[config.mk]
export PLATFORM = sky130hd
export DESIGN_NAME = epu_out_axi_slave_flat
export DESIGN_NICKNAME = d
export VERILOG_FILES = /design/src/rtl/epu_out_axi_slave_if.sv /design/src/rtl/epu_out_axi_slave.sv /design/src/flat_wrapper.sv
export SDC_FILE = /design/constraint.sdc
export NUM_CORES = 1
export LEC_CHECK = 0
export BUFFER_PORTS_ARGS = -buffer_cell sky130_fd_sc_hd__clkbuf_2
export CORE_AREA = 2 2 114 116
export CTS_CLUSTER_SIZE = 28
export DETAILED_ROUTE_END_ITERATION = 12
export DIE_AREA = 0 0 116 118
export PLACE_DENSITY = 0.78
export SETUP_SLACK_MARGIN = 0.05
export SLEW_MARGIN = 20
export SYNTH_ARGS = -nofsm -noshare
export SYNTH_HDL_FRONTEND = slang
export SYNTH_SLANG_ARGS = --single-unit
export TNS_END_PERCENT = 1
[constraint.sdc]
create_clock -name clk -period 4.21 [get_ports clk]
set_input_delay 0.6315 -clock clk [delete_from_list [all_inputs] [get_ports clk]]
set_output_delay 0.6315 -clock clk [all_outputs]
set_load 0.01 [all_outputs]
[src/rtl/epu_out_axi_slave_if.sv]
// AXI4 read/write channel bundle between the interconnect and the
// EPU output-buffer slave front end.
interface epu_out_axi_slave_if #(
    parameter int ID_W = 8
);
    logic [ID_W-1:0] ARID;
    logic [31:0]     ARADDR;
    logic [3:0]      ARLEN;
    logic            ARVALID;
    logic            ARREADY;

    logic [ID_W-1:0] RID;
    logic [31:0]     RDATA;
    logic [1:0]      RRESP;
    logic            RLAST;
    logic            RVALID;
    logic            RREADY;

    logic [ID_W-1:0] AWID;
    logic [31:0]     AWADDR;
    logic [3:0]      AWLEN;
    logic            AWVALID;
    logic            AWREADY;

    logic [31:0]     WDATA;
    logic            WLAST;
    logic            WVALID;
    logic            WREADY;

    logic [ID_W-1:0] BID;
    logic [1:0]      BRESP;
    logic            BVALID;
    logic            BREADY;

    modport master (
        output ARID, ARADDR, ARLEN, ARVALID,
        input  ARREADY,
        input  RID, RDATA, RRESP, RLAST, RVALID,
        output RREADY,
        output AWID, AWADDR, AWLEN, AWVALID,
        input  AWREADY,
        output WDATA, WLAST, WVALID,
        input  WREADY,
        input  BID, BRESP, BVALID,
        output BREADY
    );

    modport slave (
        input  ARID, ARADDR, ARLEN, ARVALID,
        output ARREADY,
        output RID, RDATA, RRESP, RLAST, RVALID,
        input  RREADY,
        input  AWID, AWADDR, AWLEN, AWVALID,
        output AWREADY,
        input  WDATA, WLAST, WVALID,
        output WREADY,
        output BID, BRESP, BVALID,
        input  BREADY
    );
endinterface

[src/rtl/epu_out_axi_slave.sv]
// AXI4 slave front end for the EPU output buffer: converts single-outstanding
// bursts into per-beat strobes, CS/OE, address and write data for the wrapper.
module epu_out_axi_slave #(
    parameter int          ID_W = 8,
    parameter logic [31:0] BASE = 32'h4000_0000
) (
    input  logic        clk,
    input  logic        rst,
    epu_out_axi_slave_if.slave axi,
    output logic        enb_o,
    output logic        cs_o,
    output logic        oe_o,
    output logic [31:0] addr_o,
    output logic [31:0] wdata_o,
    output logic        arhns_o,
    output logic        awhns_o,
    output logic        rhns_o,
    output logic        whns_o,
    output logic        rdfin_o,
    output logic        wrfin_o,
    input  logic        rvalid_i,
    input  logic [31:0] rdata_i
);
    localparam logic [11:0] WIN    = BASE[31:20];
    localparam logic [1:0]  OKAY   = 2'b00;
    localparam logic [1:0]  SLVERR = 2'b10;
    localparam logic [1:0]  DECERR = 2'b11;

    typedef enum logic [2:0] {
        S_IDLE,
        S_RWAIT,
        S_RSEND,
        S_WGAP,
        S_WDATA,
        S_WRESP
    } state_t;

    state_t          state_q, state_d;
    logic            arm_q, arm_d;
    logic [ID_W-1:0] id_q, id_d;
    logic [31:0]     addr_q, addr_d;
    logic [3:0]      len_q, len_d;
    logic [3:0]      cnt_q, cnt_d;
    logic            inwin_q, inwin_d;
    logic            err_q, err_d;
    logic [31:0]     rdata_q, rdata_d;

    logic [31:0] addr_nxt;
    logic        last;

    // Increment stays inside the 1MB window; the window bits never move.
    assign addr_nxt = {addr_q[31:20], addr_q[19:2] + 18'd1, addr_q[1:0]};
    assign last     = (cnt_q == len_q);

    always_ff @(posedge clk or posedge rst) begin
        if (rst) begin
            state_q <= S_IDLE;
            arm_q   <= 1'b0;
            id_q    <= '0;
            addr_q  <= '0;
            len_q   <= '0;
            cnt_q   <= '0;
            inwin_q <= 1'b0;
            err_q   <= 1'b0;
            rdata_q <= '0;
        end else begin
            state_q <= state_d;
            arm_q   <= arm_d;
            id_q    <= id_d;
            addr_q  <= addr_d;
            len_q   <= len_d;
            cnt_q   <= cnt_d;
            inwin_q <= inwin_d;
            err_q   <= err_d;
            rdata_q <= rdata_d;
        end
    end

    always_comb begin
        state_d = state_q;
        arm_d   = 1'b1;
        id_d    = id_q;
        addr_d  = addr_q;
        len_d   = len_q;
        cnt_d   = cnt_q;
        inwin_d = inwin_q;
        err_d   = err_q;
        rdata_d = rdata_q;

        axi.ARREADY = 1'b0;
        axi.AWREADY = 1'b0;
        axi.RVALID  = 1'b0;
        axi.RLAST   = 1'b0;
        axi.RRESP   = OKAY;
        axi.WREADY  = 1'b0;
        axi.BVALID  = 1'b0;
        axi.BRESP   = OKAY;
        cs_o        = 1'b0;
        oe_o        = 1'b0;
        wdata_o     = '0;
        arhns_o     = 1'b0;
        awhns_o     = 1'b0;
        rhns_o      = 1'b0;
        whns_o      = 1'b0;
        rdfin_o     = 1'b0;
        wrfin_o     = 1'b0;

        unique case (state_q)
            S_IDLE: begin
                // arm_q keeps both READYs low until the first edge out of reset.
                axi.ARREADY = arm_q;
                axi.AWREADY = arm_q & ~axi.ARVALID;
                if (arm_q && axi.ARVALID) begin
                    arhns_o = 1'b1;
                    id_d    = axi.ARID;
                    addr_d  = axi.ARADDR;
                    len_d   = axi.ARLEN;
                    cnt_d   = '0;
                    inwin_d = (axi.ARADDR[31:20] == WIN);
                    state_d = S_RWAIT;
                end else if (arm_q && axi.AWVALID) begin
                    awhns_o = 1'b1;
                    id_d    = axi.AWID;
                    addr_d  = axi.AWADDR;
                    len_d   = axi.AWLEN;
                    cnt_d   = '0;
                    inwin_d = (axi.AWADDR[31:20] == WIN);
                    err_d   = 1'b0;
                    state_d = S_WGAP;
                end
            end
            S_RWAIT: begin
                cs_o = 1'b1;
                oe_o = 1'b1;
                if (!inwin_q) begin
                    rdata_d = '0;
                    state_d = S_RSEND;
                end else if (rvalid_i) begin
                    rdata_d = rdata_i;
                    state_d = S_RSEND;
                end
            end
            S_RSEND: begin
                axi.RVALID = 1'b1;
                axi.RLAST  = last;
                axi.RRESP  = inwin_q ? OKAY : DECERR;
                if (axi.RREADY) begin
                    if (last) begin
                        rdfin_o = 1'b1;
                        state_d = S_IDLE;
                    end else begin
                        rhns_o  = 1'b1;
                        addr_d  = addr_nxt;
                        cnt_d   = cnt_q + 4'd1;
                        state_d = S_RWAIT;
                    end
                end
            end
            S_WGAP: begin
                cs_o    = 1'b1;
                state_d = S_WDATA;
            end
            S_WDATA: begin
                cs_o       = 1'b1;
                axi.WREADY = 1'b1;
                wdata_o    = axi.WDATA;
                if (axi.WVALID) begin
                    whns_o = inwin_q;
                    addr_d = addr_nxt;
                    cnt_d  = cnt_q + 4'd1;
                    if (axi.WLAST != last)
                        err_d = 1'b1;
                    if (last) begin
                        wrfin_o = 1'b1;
                        state_d = S_WRESP;
                    end
                end
            end
            S_WRESP: begin
                axi.BVALID = 1'b1;
                axi.BRESP  = !inwin_q ? DECERR :
                             err_q    ? SLVERR : OKAY;
                if (axi.BREADY)
                    state_d = S_IDLE;
            end
            default: state_d = S_IDLE;
        endcase
    end

    assign axi.RID   = id_q;
    assign axi.BID   = id_q;
    assign axi.RDATA = rdata_q;
    assign addr_o    = addr_q;
    assign enb_o     = inwin_q && (state_q != S_IDLE);
endmodule
[src/flat_wrapper.sv]
// flat-port wrapper written by rule: the top's interface ports become plain ports
module epu_out_axi_slave_flat 
#(
    parameter int          ID_W = 8,
    parameter logic [31:0] BASE = 32'h4000_0000
)
  (clk, rst, enb_o, cs_o, oe_o, addr_o, wdata_o, arhns_o, awhns_o, rhns_o, whns_o, rdfin_o, wrfin_o, rvalid_i, rdata_i, axi_ARID, axi_ARADDR, axi_ARLEN, axi_ARVALID, axi_ARREADY, axi_RID, axi_RDATA, axi_RRESP, axi_RLAST, axi_RVALID, axi_RREADY, axi_AWID, axi_AWADDR, axi_AWLEN, axi_AWVALID, axi_AWREADY, axi_WDATA, axi_WLAST, axi_WVALID, axi_WREADY, axi_BID, axi_BRESP, axi_BVALID, axi_BREADY);
  epu_out_axi_slave_if #(.ID_W(ID_W)) axi_i ();
  input  logic clk;
  input  logic rst;
  output logic enb_o;
  output logic cs_o;
  output logic oe_o;
  output logic [31:0] addr_o;
  output logic [31:0] wdata_o;
  output logic arhns_o;
  output logic awhns_o;
  output logic rhns_o;
  output logic whns_o;
  output logic rdfin_o;
  output logic wrfin_o;
  input  logic rvalid_i;
  input  logic [31:0] rdata_i;
  input wire logic [$bits(axi_i.ARID)-1:0] axi_ARID;
  input wire logic [$bits(axi_i.ARADDR)-1:0] axi_ARADDR;
  input wire logic [$bits(axi_i.ARLEN)-1:0] axi_ARLEN;
  input wire logic [$bits(axi_i.ARVALID)-1:0] axi_ARVALID;
  output wire logic [$bits(axi_i.ARREADY)-1:0] axi_ARREADY;
  output wire logic [$bits(axi_i.RID)-1:0] axi_RID;
  output wire logic [$bits(axi_i.RDATA)-1:0] axi_RDATA;
  output wire logic [$bits(axi_i.RRESP)-1:0] axi_RRESP;
  output wire logic [$bits(axi_i.RLAST)-1:0] axi_RLAST;
  output wire logic [$bits(axi_i.RVALID)-1:0] axi_RVALID;
  input wire logic [$bits(axi_i.RREADY)-1:0] axi_RREADY;
  input wire logic [$bits(axi_i.AWID)-1:0] axi_AWID;
  input wire logic [$bits(axi_i.AWADDR)-1:0] axi_AWADDR;
  input wire logic [$bits(axi_i.AWLEN)-1:0] axi_AWLEN;
  input wire logic [$bits(axi_i.AWVALID)-1:0] axi_AWVALID;
  output wire logic [$bits(axi_i.AWREADY)-1:0] axi_AWREADY;
  input wire logic [$bits(axi_i.WDATA)-1:0] axi_WDATA;
  input wire logic [$bits(axi_i.WLAST)-1:0] axi_WLAST;
  input wire logic [$bits(axi_i.WVALID)-1:0] axi_WVALID;
  output wire logic [$bits(axi_i.WREADY)-1:0] axi_WREADY;
  output wire logic [$bits(axi_i.BID)-1:0] axi_BID;
  output wire logic [$bits(axi_i.BRESP)-1:0] axi_BRESP;
  output wire logic [$bits(axi_i.BVALID)-1:0] axi_BVALID;
  input wire logic [$bits(axi_i.BREADY)-1:0] axi_BREADY;
  assign axi_i.ARID = axi_ARID;
  assign axi_i.ARADDR = axi_ARADDR;
  assign axi_i.ARLEN = axi_ARLEN;
  assign axi_i.ARVALID = axi_ARVALID;
  assign axi_ARREADY = axi_i.ARREADY;
  assign axi_RID = axi_i.RID;
  assign axi_RDATA = axi_i.RDATA;
  assign axi_RRESP = axi_i.RRESP;
  assign axi_RLAST = axi_i.RLAST;
  assign axi_RVALID = axi_i.RVALID;
  assign axi_i.RREADY = axi_RREADY;
  assign axi_i.AWID = axi_AWID;
  assign axi_i.AWADDR = axi_AWADDR;
  assign axi_i.AWLEN = axi_AWLEN;
  assign axi_i.AWVALID = axi_AWVALID;
  assign axi_AWREADY = axi_i.AWREADY;
  assign axi_i.WDATA = axi_WDATA;
  assign axi_i.WLAST = axi_WLAST;
  assign axi_i.WVALID = axi_WVALID;
  assign axi_WREADY = axi_i.WREADY;
  assign axi_BID = axi_i.BID;
  assign axi_BRESP = axi_i.BRESP;
  assign axi_BVALID = axi_i.BVALID;
  assign axi_i.BREADY = axi_BREADY;
  epu_out_axi_slave #(.ID_W(ID_W), .BASE(BASE)) u_core (.clk(clk), .rst(rst), .axi(axi_i), .enb_o(enb_o), .cs_o(cs_o), .oe_o(oe_o), .addr_o(addr_o), .wdata_o(wdata_o), .arhns_o(arhns_o), .awhns_o(awhns_o), .rhns_o(rhns_o), .whns_o(whns_o), .rdfin_o(rdfin_o), .wrfin_o(wrfin_o), .rvalid_i(rvalid_i), .rdata_i(rdata_i));
endmodule
After elaboration in Yosys (flattened, before gate mapping):

Cells that the tools add are included.

* word-level logic and storage cells: 115
* output and inout port bits: 131
* memory bits (read-only): 0
* memories: 0
* flip-flop bits (word level): 86
* memory bits (writable): 0
* bits in latches: 0

* magnitude comparators: 0
* mux-type cells: 64
* shifts and indexed selects: 0
* divide/modulo/power cells: 0
* equality and inequality tests: 20
* bitwise gates (word level): 4
* reduce and logical (&&, ||, !) cells: 15
* add/subtract/negate cells: 2
* $mul: 0

Operators by type and width (number)
* $mux 32: 6
* $pmux 32 s3: 1
* $mux 20: 2
* $mux 1: 30
* $mux 4: 7
* $eq 12x11->1 const B: 2
* $mux 3: 8
* $add 18x1->18 const B: 1
* $pmux 3 s6: 1
* $mux 8: 2
* $ne 2x2->1 const B: 6
* $pmux 4 s3: 1
* $mux 2: 5
* $reduce_and 5->1: 2
* $eq 3x2->1 const B: 2
* $eq 3x3->1 const B: 2
* $ne 2x1->1 const B: 3
* $reduce_and 6->1: 1
* $reduce_bool 3->1: 2
* $add 4x1->4 const B: 1
* $eq 4x4->1: 1
* $reduce_and 2->1: 2
* $reduce_and 4->1: 1
* $reduce_bool 2->1: 2
* other kinds (10): 14

Depth between registers and ports, before layout:

Gate-level depths: netlist of the first run.

* depth in word-level cells: 5
* gate-level depth with buffers: 8
* mapped depth without buffers: 6

Worst setup path after synthesis of the first run:

Ideal clock, no wire load.

* path type: reg-to-output
* start: reg u_core.state_q[2]
* end: out awhns_o
* required time: 3.579 ns
* cell stages (with the launch flop): 6
* path buffers: 1
* arrival time: 1.431 ns
* path slack: 2.147 ns
* path through: dfrtp_1 > buf_6 > or4b_4 > nor2_2 > nand2_1 > inv_1

* longest elaborated chain between the ends: 2

Ends and longest elaborated chain
* from (decl): line epu_out_axi_slave.sv:38 `state_t state_q, state_d;`
* from (signal assigned): line epu_out_axi_slave.sv:67 `state_q <= state_d;`
* $logic_not 3->1: line epu_out_axi_slave.sv:108 `unique case (state_q)`
* $mux 1: line epu_out_axi_slave.sv:108
* to (decl): line flat_wrapper.sv:17 `output logic awhns_o;`

Every way passes these cells.

Worst setup path in the final report of the first run:

* start: reg u_core.state_q[1]
* end: out axi_RRESP[0]

* longest elaborated chain between the ends: 2

Ends and longest elaborated chain
* $eq 3x2->1: line epu_out_axi_slave.sv:108
* $mux 2: line epu_out_axi_slave.sv:108
* to (decl): line flat_wrapper.sv:31 `output wire logic [$bits(axi_i.RRESP)-1:0] axi_RRESP;`

Every way passes these cells.

==> summary.md, run 1 <==
| Metric | Value |
|---|---|
| Diode count | `0` |
| Final worst slack | `roughly 1500 ps` |
| Syn nets | `~770` |
| Die area | `0.0137 mm2` |
| Sequential area share after synthesis | `43.9%` |
| Max-cap violations | `0` |
| Final Hold Vio Count | `0` |
| Clock Latency Late Sink | `roughly 330 ps` |
| Post-CTS Setup Bufs | `0` |
| RD Place Congestion | `0.877` |
| Fmax | `0.376 GHz` |
| Share of cells above drive strength 1 | `between 30% and 40%` |
| Post-DP HPWL | `11,800 um` |
| Port Buffers | `around 290` |
| Largest net degree at the start of global routing | `65` |
| Pleak | `3.38 nW` |
| Syn avg cell area | `8.10 um2` |
| GRT overflow | `0` |
| Run status | `completed` |
| Final ANT Viol Nets | `0` |
| Slew Limit Fails | `0` |
| Die W | `116 um` |
| Cell Rows | `slightly above 40` |
| Hold WS | `~360 ps` |
| Via count | `roughly 5,200` |
| Placed insts | `between 1,000 and 1,500` |
| Routed length per instance | `around 15 um` |
| Root buf cell | `clkbuf_16` |
| Layout Nets | `roughly 1,000` |
| Slew @ Worst Pin | `966 ps` |
| Crit end category | `primary output` |
| Detailed-route DRC error count | `0` |
| CTS max path bufs | `2` |
| Leading area contributor after synthesis | `dfrtp_1` |
| CP Max Fanout | `12` |
| Cell Area, Synth | `slightly below 0.005 mm2` |
| DR vias/cell | `roughly 5.0` |
| FFs w/ async S/R, synth | `100%` |
| Pre-CTS setup slack | `about 1800 ps` |
| Global Route Usage Sum | `roughly 22%` |
| Clk sinks | `86` |
| Die height | `118 um` |
| Initial antenna violation count | `0` |
| EDFF count, synth | `0` |
| YS warnings | `0` |
| CTS buffer count | `9` |
| Hold_buf cts | `0` |
| Resized Gates After CTS | `0` |
| Power per cell area | `around 570 mW/mm2` |
| CP Data Required Time | `roughly 3600 ps` |
| R2R Path Start | `u_core.cnt_q[0]` |
| TritonCTS clock tree | `yes` |
| Final Util | `a little over half` |
| Vias in the first global route | `around 4,600` |
| Num ports | `slightly below 300` |
| Crit path launch | `u_core.state_q[1]` |
| Slew headroom | `about 35%` |
| Non-Filler Instances | `between 1,000 and 1,500` |
| CTS HTree Levels | `3` |
| CTS clk-pin slew, worst paths | `approximately 60 ps` |
| Final worst path period need | `approximately 2700 ps` |
| Synth unique cells | `54` |
| Starting density of the core | `39.5%` |
| Post-synthesis sequential element count | `86` |
| Final setup viols | `0` |
| First-pass GRT wire length | `around 24,000 um` |
| Fin crit share | `a little over three fifths` |
| Total Routed Length | `~16,000 um` |
| CP arrival | `2030 ps` |
| Top cells by area, synth | `dfrtp_1, nand2_1, a31oi_1` |
| Syn Inst Count | `about 610` |
| Clk_skew | `11.5 ps` |
| RSZ-0062 raised after global routing | `no` |
| Worst VDD drop | `roughly 0.00023 V` |
| Starting DRC count in detailed routing | `between 300 and 400` |
| DR pass1 iterations | `5` |
| Crit start category | `flip-flop` |
| Synth top area share | `roughly 44%` |
| Final TNS setup | `0 ps` |
| Placeable Area | `approximately 0.012 mm2` |
| R2R depth | `5` |
| Area growth syn-to-layout | `34.6%` |
| Prevailing post-synth register cell | `dfrtp_1` |
| Worst hold path type | `input pin to asynchronous set/reset pin` |
| WS Path Type | `flip-flop to primary output` |
==> cells in the mapped netlist, types with 2 or more instances <==
master,count
buf_6,3
a21boi_1,2
a32oi_1,2
buf_4,15
a31oi_1,35
buf_2,11
nor2_1,39
xnor2_1,5
o21ai_2,2
dfrtp_1,86
and4_1,5
clkbuf_1,21
ha_1,2
nor3_1,7
a2bb2oi_1,7
o21ai_0,41
and2_1,35
and3_1,7
nand2_1,173
nand2b_1,5
mux2_2,3
a21oi_1,14
nand3_1,19
nor2b_1,3
o21a_1,3
nand4_1,7
o22a_1,9
a21o_1,2
a22oi_1,6
inv_1,6
mux2i_1,3
nor4_1,4
nor4b_1,2
==> stage by stage <==
stage                     power (W)  instance area (um2)
after floorplan             0.00254                 4900
after global placement      0.00305                 6340
after detailed placement    0.00309                 6340
after CTS                   0.00380                 6590
after global routing        0.00406                 6600
final                       0.00379                 6600
==> worst paths after layout <==
path / to / slack, ps
setup reg to reg: u_core.cnt_q[0] / 1790
setup / recovery: axi_RRESP[0] / 1550
hold / removal: u_core.addr_o[1] / 360
max in group asynchronous: u_core.axi.RDATA[1] / 2780
min in group clk: u_core.axi.RDATA[4] / 480
hold reg to reg: u_core.axi.RDATA[4] / 480
==> per-layer routing <==
layer | track usage, % | routed length [um]
met2 | 34.0 | 7070
met3 | 5.56 | 1220
met1 | 30.9 | 7050
met5 | 0 | 0
met4 | 6.77 | 274
==> cells by family (layout without fill, tap and decap cells) <==
group                      count (synthesis)  in the layout  share of synthesized area (%)
adders and majority gates                  2              2                          0.510
and+or+nand+nor                          314            314                           29.6
buffers and inverters                     58            318                           6.36
DFF                                       86             86                           43.9
xor gates and xnor gates                   6              6                           1.07
AOI/OAI and AO/OA                        132            132                           17.2
muxes                                      6              6                           1.30
other                                      1              1                         0.0765
==> flip-flops by register name (all words and copies together), names as in the netlist <==
signal            count
u_core.len_q          4
u_core.err_q          1
u_core.addr_o        32
u_core.arm_q          1
u_core.cnt_q          4
u_core.state_q        3
u_core.inwin_q        1
u_core.axi.RDATA     32
u_core.axi.BID        8
==> worst max-delay path, cell delays in order, from the launching register on <==
cell,delay (ps)
dfrtp_1,640
inv_1,190
nor4_1,620
clkbuf_2,250
==> final cells by class <==
cell class              instances  area (um2)
fillers                      1243        5820
multi-input cells             461        2440
flip-flops and latches         86        2150
repair buffers                297        1500
clock buffers                  11         233
well taps                     172         215
inverters                       7        27.5
clock inverters                 3        23.8
==> layout by cell type (no fill, tap or decap), drive strengths merged, types with 2 or more instances in the layout <==
cell type  instances
clkbuf           302
nand2            175
dfrtp             86
o21ai             44
nor2              40
and2              36
a31oi             35
nand3             19
a21oi             14
o22a               9
nor3               9
nand4              7
and3               7
a2bb2oi            7
a22oi              6
buf                6
inv                6
xnor2              5
and4               5
nand2b             5
nor4               4
mux2               3
o21a               3
nor2b              3
mux2i              3
a21boi             3
a32oi              2
a21o               2
nor4b              2
ha                 2
clkinvlp           2
clkinv             2
==> power breakdown <==
group / leakage (nW) / switching, W / internal [W]
clock: 0.118 / 0.000315 / 0.000395
sequential: 1.07 / 0.000292 / 0.00107
combinational: 2.19 / 0.000989 / 0.000727
total: 3.38 / 0.00160 / 0.00219
Power figures use the tool's default switching activity.
==> inputs of run 2 (changes only) <==
--- a/config.mk
+++ b/config.mk
@@ -6,11 +6,11 @@
 export NUM_CORES = 1
 export LEC_CHECK = 0
 export BUFFER_PORTS_ARGS = -buffer_cell sky130_fd_sc_hd__clkbuf_2
-export CORE_AREA = 2 2 114 116
+export CORE_MARGIN = 2
+export CORE_UTILIZATION = 40
 export CTS_CLUSTER_SIZE = 28
 export DETAILED_ROUTE_END_ITERATION = 12
-export DIE_AREA = 0 0 116 118
-export PLACE_DENSITY = 0.78
+export PLACE_DENSITY = 0.82
 export SETUP_SLACK_MARGIN = 0.05
 export SLEW_MARGIN = 20
 export SYNTH_ARGS = -nofsm -noshare
==> constraint.sdc (replaced) <==
create_clock -name clk -period 2.2 [get_ports clk]
set_input_delay 0.33 -clock clk [delete_from_list [all_inputs] [get_ports clk]]
set_output_delay 0.33 -clock clk [all_outputs]
set_load 0.01 [all_outputs]
==> run 2 against run 1 <==
Cell count shrank 0.29%; die area shrank 3.9%; global-route usage grew 1.3 points; clock skew shrank 5.6 ps; non-clock buffer count grew 20; via count grew 1.5%; count of clock-buffer cells in the layout is the same; design area grew 3.7%; critical path depth grew 2; sequential power grew 88%; sequential share of layout area shrank 1.1 points; critical path type unchanged.
==> summary.md, run 2 (synthesis gave the netlist of run 1 again) <==
| Metric | Value |
|---|---|
| Total Routed Length | `15,700 um (was 15,600 um)` |
| Largest net degree at the start of global routing | `65 (unchanged)` |
| Die W | `115 um (was 116 um)` |
| Crit start category | `flip-flop (unchanged)` |
| Global Route Usage Sum | `23.5% (was 22.2%)` |
| Filler cell count | `1,140 (was 1,243)` |
| Num ports | `292 (unchanged)` |
| Area taken by multi-input logic gates | `0.00245 mm2 (was 0.00244 mm2)` |
| Worst VDD drop | `0.000506 V (was 0.000233 V)` |
| Final Hold Vio Count | `0 (unchanged)` |
| Reg area | `0.00216 mm2 (was 0.00215 mm2)` |
| Initial antenna violation count | `0 (unchanged)` |
| Starting DRC count in detailed routing | `368 (was 355)` |
| CP arrival | `1790 ps (was 2030 ps)` |
| Starting density of the core | `40.8% (was 39.5%)` |
| Post-DP HPWL | `12,100 um (was 11,800 um)` |
| Sw Share | `40.7% (was 42.2%)` |
| Layout Nets | `1,045 (was 1,025)` |
| Combinational Power Share | `46.7% (was 45.3%)` |
| CP Data Required Time | `1870 ps (was 3580 ps)` |
| CTS max path bufs | `2 (unchanged)` |
| RSZ-0062 raised after global routing | `yes (was no)` |
| Hold_buf cts | `0 (unchanged)` |
| GRT overflow | `0 (unchanged)` |
| Final ANT Viol Nets | `0 (unchanged)` |
| Port Buffers | `291 (unchanged)` |
| Root buf cell | `clkbuf_16 (unchanged)` |
| TritonCTS clock tree | `yes (unchanged)` |
| Final Util | `56.9% (was 53.1%)` |
| CTS clk-pin slew, worst paths | `60 ps (about the same)` |
| WS Path Type | `flip-flop to primary output (unchanged)` |
| Die area | `0.0132 mm2 (was 0.0137 mm2)` |
| Share of cells above drive strength 1 | `40.0% (was 38.0%)` |
| Fin crit share | `a little over nine tenths` |
| Slew @ Worst Pin | `639 ps (was 966 ps)` |
| Power Internal | `0.00456 W (was 0.00219 W)` |
| Most common cell after layout, fill and taps aside | `clkbuf_2 (unchanged)` |
| CTS HTree Levels | `3 (unchanged)` |
| Pleak | `3.52 nW (was 3.38 nW)` |
| CP Max Fanout | `11 (was 12)` |
| Fmax | `0.471 GHz` |
| Cell Rows | `40 (was 41)` |
| Commonest non-fill, non-tap cells in the layout | `clkbuf_2, nand2_1, dfrtp_1 (unchanged)` |
| Worst hold path type | `input pin to asynchronous set/reset pin (unchanged)` |
| Via count | `5,280 (was 5,201)` |
| Die height | `115 um (was 118 um)` |
| Final setup viols | `0 (unchanged)` |
| Slew Limit Fails | `0 (unchanged)` |
| DR vias/cell | `5.11 (was 5.02)` |
| Clock share of power | `20.0% (was 18.8%)` |
| DR pass1 iterations | `5 (unchanged)` |
| First-pass GRT wire length | `24,400 um (was 24,100 um)` |
| Clock Latency Late Sink | `340 ps (was 330 ps)` |
| Slew headroom | `57.4% (was 35.4%)` |
| Flop pwr share | `33.3% (was 35.9%)` |
| Diode count | `0 (unchanged)` |
| Max-cap violations | `0 (unchanged)` |
| Area growth syn-to-layout | `39.5% (was 34.6%)` |
| Clk_skew | `5.81 ps (was 11.5 ps)` |
| Run status | `completed (unchanged)` |
| Final TNS setup | `0 ps (unchanged)` |
| Detailed-route DRC error count | `0 (unchanged)` |
| Final worst path period need | `2120 ps` |
| Power per cell area | `1130 mW/mm2 (was 574 mW/mm2)` |
| NetSw | `0.00313 W (was 0.00160 W)` |
| RD Place Congestion | `0.863 (was 0.877)` |
| Clk sinks | `86 (unchanged)` |
| Placed insts | `1,011 (was 1,023)` |
| Non-Filler Instances | `1,034 (was 1,037)` |
| Vias in the first global route | `4,768 (was 4,644)` |
| Crit end category | `primary output (unchanged)` |
| Routed length per instance | `15.2 um (was 15.1 um)` |
| CTS buffer count | `9 (unchanged)` |
| Placeable Area | `0.0120 mm2 (was 0.0124 mm2)` |
-- run 2: cell count changes in the layout (fill, tap and decap cells not counted), moves of 3 or more --
cell / before / now
buf_12: 0 / 5
dfrtp_2: 0 / 3
dfrtp_1: 86 / 83
buf_4: 6 / 20
-- run 2: worst max-delay path: stages, from the launching register on --
cell      delay [ps]
dfrtp_2          490
or4b_4           560
nor2_4           100
nand2_1           70
inv_1             90
clkbuf_2         140
-- run 2: cell type report --
class	instances	area share, %
Multi-Input combinational cell	461	35.8
Sequential cell	86	31.5
Timing Repair Buffer	317	25.1
Clock buffer	11	3.55
Tap cell	147	2.69
Clock inverter	5	0.860
Inverter	7	0.439
-- run 2: through the flow --
stage | worst slack (ps) | power [W] | cell area (um2) | hold slack [ps]
after floorplan | 439 | 0.00487 | 4910 | 466
after global placement | 141 | 0.00602 | 6470 | 393
after detailed placement | 172 | 0.00609 | 6470 | 402
after CTS | 18.5 | 0.00767 | 6780 | 39.8
after global routing | 4.91 | 0.00827 | 6840 | 61.4
final | 76.5 | 0.00770 | 6840 | 31.2
-- run 2: power groups by stage --
stage | combinational [W] | clock [W] | sequential, W
2_1_floorplan | 0.00227 | 0 | 0.00260
3_3_place_gp | 0.00346 | 0 | 0.00257
3_5_place_dp | 0.00351 | 0 | 0.00259
4_1_cts | 0.00352 | 0.00157 | 0.00257
5_1_grt | 0.00398 | 0.00164 | 0.00265
6_report | 0.00360 | 0.00154 | 0.00256
-- run 2: worst paths after layout --
kind / to / from / slack (ps) / cells past startpoint
hold / removal: u_core.arm_q / rst / 30 / 2
setup reg to reg: u_core.addr_o[10] / u_core.cnt_q[1] / 340 / 6
max in group asynchronous: u_core.addr_o[0] / rst / 1560 / 3
setup / recovery: awhns_o / u_core.state_q[0] / 80 / 5
min in group clk: u_core.addr_o[1] / axi_ARADDR[1] / 220 / 3
hold reg to reg: u_core.axi.RDATA[1] / u_core.axi.RDATA[1] / 480 / 2
-- run 2: routing by layer --
layer / up-vias / track usage, % / wire, um
li1: 2616 / - / -
met1: 2397 / 32.9 / 7050
met2: 244 / 36.8 / 7170
met3: 23 / 4.66 / 1210
met4: 0 / 7.39 / 269
met5: - / 0 / 0
-- run 2: what timing repair did --
item	4_1_cts	5_1_grt
gates resized for setup	4	2
endpoints found under the setup margin	40	36
buffers inserted	0	7
pin swaps	0	0
hold endpoints to repair	0	0
==> inputs of run 3 (changes only) <==
--- a/config.mk
+++ b/config.mk
@@ -10,7 +10,7 @@
 export CORE_UTILIZATION = 40
 export CTS_CLUSTER_SIZE = 28
 export DETAILED_ROUTE_END_ITERATION = 12
-export PLACE_DENSITY = 0.82
+export PLACE_DENSITY = 0.76
 export SETUP_SLACK_MARGIN = 0.05
 export SLEW_MARGIN = 20
 export SYNTH_ARGS = -nofsm -noshare
==> run 3 against run 2 <==
Clock power hardly changed; largest power group unchanged; first-iteration DRC count is 14% higher; non-clock buffer count shrank 12; power decreased by 1.2%; combinational power decreased by 2%; core utilization shrank 0.73 points; highest routed layer unchanged; design area shrank 1.3%; sequential power hardly changed; count of clock-buffer cells in the layout up 3; die area unchanged; via count decreased by 0.19%; worst setup slack got worse by 23 ps.
==> summary.md, run 3 (synthesis gave the netlist of run 1 again) <==
| Metric | Value |
|---|---|
| Starting DRC count in detailed routing | `420 (was 368)` |
| WS Path Type | `flip-flop to primary output (unchanged)` |
| Placeable Area | `0.0120 mm2 (unchanged)` |
| Fmax | `0.466 GHz (was 0.471 GHz)` |
| Die W | `115 um (unchanged)` |
| Worst hold path type | `input pin to asynchronous set/reset pin (unchanged)` |
| Die area | `0.0132 mm2 (unchanged)` |
| Share of cells above drive strength 1 | `39.1% (was 40.0%)` |
| RD Place Congestion | `0.923 (was 0.863)` |
| Final Util | `56.2% (was 56.9%)` |
| Placed insts | `1,006 (was 1,011)` |
| RSZ-0062 raised after global routing | `yes (unchanged)` |
| Num ports | `292 (unchanged)` |
| Slew @ Worst Pin | `601 ps (was 639 ps)` |
| Max-cap violations | `0 (unchanged)` |
| Run status | `completed (unchanged)` |
| DR pass1 iterations | `4 (was 5)` |
| R2R depth | `6 (unchanged)` |
| Slew headroom | `59.8% (was 57.4%)` |
| Clock Latency Late Sink | `330 ps (was 340 ps)` |
| Pre-CTS setup slack | `224 ps (was 172 ps)` |
| Via count | `5,270 (was 5,280)` |
| Fin crit share | `97.5% (was 96.5%)` |
| CTS max path bufs | `2 (unchanged)` |
| DR vias/cell | `5.16 (was 5.11)` |
| Diode count | `0 (unchanged)` |
| First-pass GRT wire length | `23,800 um (was 24,400 um)` |
| Fin area | `0.00675 mm2 (was 0.00684 mm2)` |
| Slew Limit Fails | `0 (unchanged)` |
| Commonest non-fill, non-tap cells in the layout | `clkbuf_2, nand2_1, dfrtp_1 (unchanged)` |
| Most common cell after layout, fill and taps aside | `clkbuf_2 (unchanged)` |
| Final Hold Vio Count | `0 (unchanged)` |
| Final worst path period need | `2150 ps (was 2120 ps)` |
| CTS clk-pin slew, worst paths | `60 ps (about the same)` |
| Filler cell count | `1,118 (was 1,140)` |
| Area post-placement | `0.00644 mm2 (was 0.00647 mm2)` |
| Hold_buf cts | `0 (unchanged)` |
| Total Routed Length | `15,600 um (was 15,700 um)` |
| Starting density of the core | `40.8% (unchanged)` |
| Pleak | `3.47 nW (was 3.52 nW)` |
| GRT overflow | `0 (unchanged)` |
| CTS HTree Levels | `3 (unchanged)` |
| Hold WS | `49.0 ps (was 31.2 ps)` |
| CTS buffer count | `9 (unchanged)` |
| CP Max Fanout | `16 (was 11)` |
| Layout Nets | `1,033 (was 1,045)` |
| Post-DP HPWL | `11,900 um (was 12,100 um)` |
| Port Buffers | `291 (unchanged)` |
| Initial antenna violation count | `0 (unchanged)` |
| Largest net degree at the start of global routing | `65 (unchanged)` |
| TritonCTS clock tree | `yes (unchanged)` |
| Area growth syn-to-layout | `37.7% (was 39.5%)` |
| Routed length per instance | `15.2 um (about the same)` |
| Global Route Usage Sum | `23.0% (was 23.5%)` |
| Worst VDD drop | `0.000658 V (was 0.000506 V)` |
| Detailed-route DRC error count | `0 (unchanged)` |
| Clk sinks | `86 (unchanged)` |
| Final ANT Viol Nets | `0 (unchanged)` |
| Clk_skew | `5.59 ps (was 5.81 ps)` |
| Crit start category | `flip-flop (unchanged)` |
| Final worst slack | `53.9 ps (was 76.5 ps)` |
| Crit end category | `primary output (unchanged)` |
| Non-Filler Instances | `1,022 (was 1,034)` |
| Area taken by multi-input logic gates | `0.00244 mm2 (was 0.00245 mm2)` |
| Die height | `115 um (unchanged)` |
| CP Data Required Time | `1870 ps (about the same)` |
| Cell Rows | `40 (unchanged)` |
| Final setup viols | `0 (unchanged)` |
| Power per cell area | `1130 mW/mm2 (about the same)` |
| Reg area | `0.00216 mm2 (unchanged)` |
| Vias in the first global route | `4,670 (was 4,768)` |
| Root buf cell | `clkbuf_16 (unchanged)` |
| CP arrival | `1820 ps (was 1790 ps)` |
## run 3: critical path: stages (launching register included)
cell      delay, ps
dfrtp_2         520
or4b_4          560
nor2_2          110
nand2_1          80
inv_1            80
clkbuf_2        130
## run 3: area by class of cell
class                      instances  area share, %
clock inverter                     2          0.185
multi-input combinational        461           36.1
tap                              147           2.72
timing repair buffer             305           24.2
sequential                        86           31.9
inverter                           7          0.445
clock buffer                      14           4.35
## run 3: report_power, final
group | switching, W | internal [W] | total, W
sequential | 0.000516 | 0.00205 | 0.00257
clock | 0.000607 | 0.000918 | 0.00153
combinational | 0.00197 | 0.00154 | 0.00351
## run 3: worst paths after layout
kind	startpoint	endpoint	slack, ps
worst max-delay path	u_core.state_q[0]	awhns_o	50
worst min-delay path	rst	u_core.axi.RDATA[30]	50
worst max register to register	u_core.cnt_q[0]	u_core.addr_o[10]	180
worst min register to register	u_core.axi.RDATA[3]	u_core.axi.RDATA[3]	480
max in group asynchronous	rst	u_core.axi.RDATA[19]	1510
min in group clk	axi_ARID[5]	u_core.axi.BID[5]	220
## run 3: metal layers
| metal | GRT usage, % | share of wire [%] | up-vias |
|---|---|---|---|
| li1 | - | - | 2598 |
| met1 | 30.1 | 43 | 2434 |
| met2 | 38.7 | 48 | 220 |
| met3 | 4.34 | 7.4 | 18 |
| met4 | 7.31 | 1.8 | 0 |
| met5 | 0 | 0 | - |
## run 3: through the flow
stage	TNS, ps	power [W]
2_1_floorplan	0	0.00487
3_3_place_gp	0	0.00604
3_5_place_dp	0	0.00612
4_1_cts	0	0.00767
5_1_grt	-53.0	0.00814
6_report	0	0.00760
## run 3: repair_timing
item	CTS	global route
endpoints found under the setup margin	38	29
gates cloned	0	0
buffers inserted	0	0
gates resized for setup	2	1
pin swaps	0	1
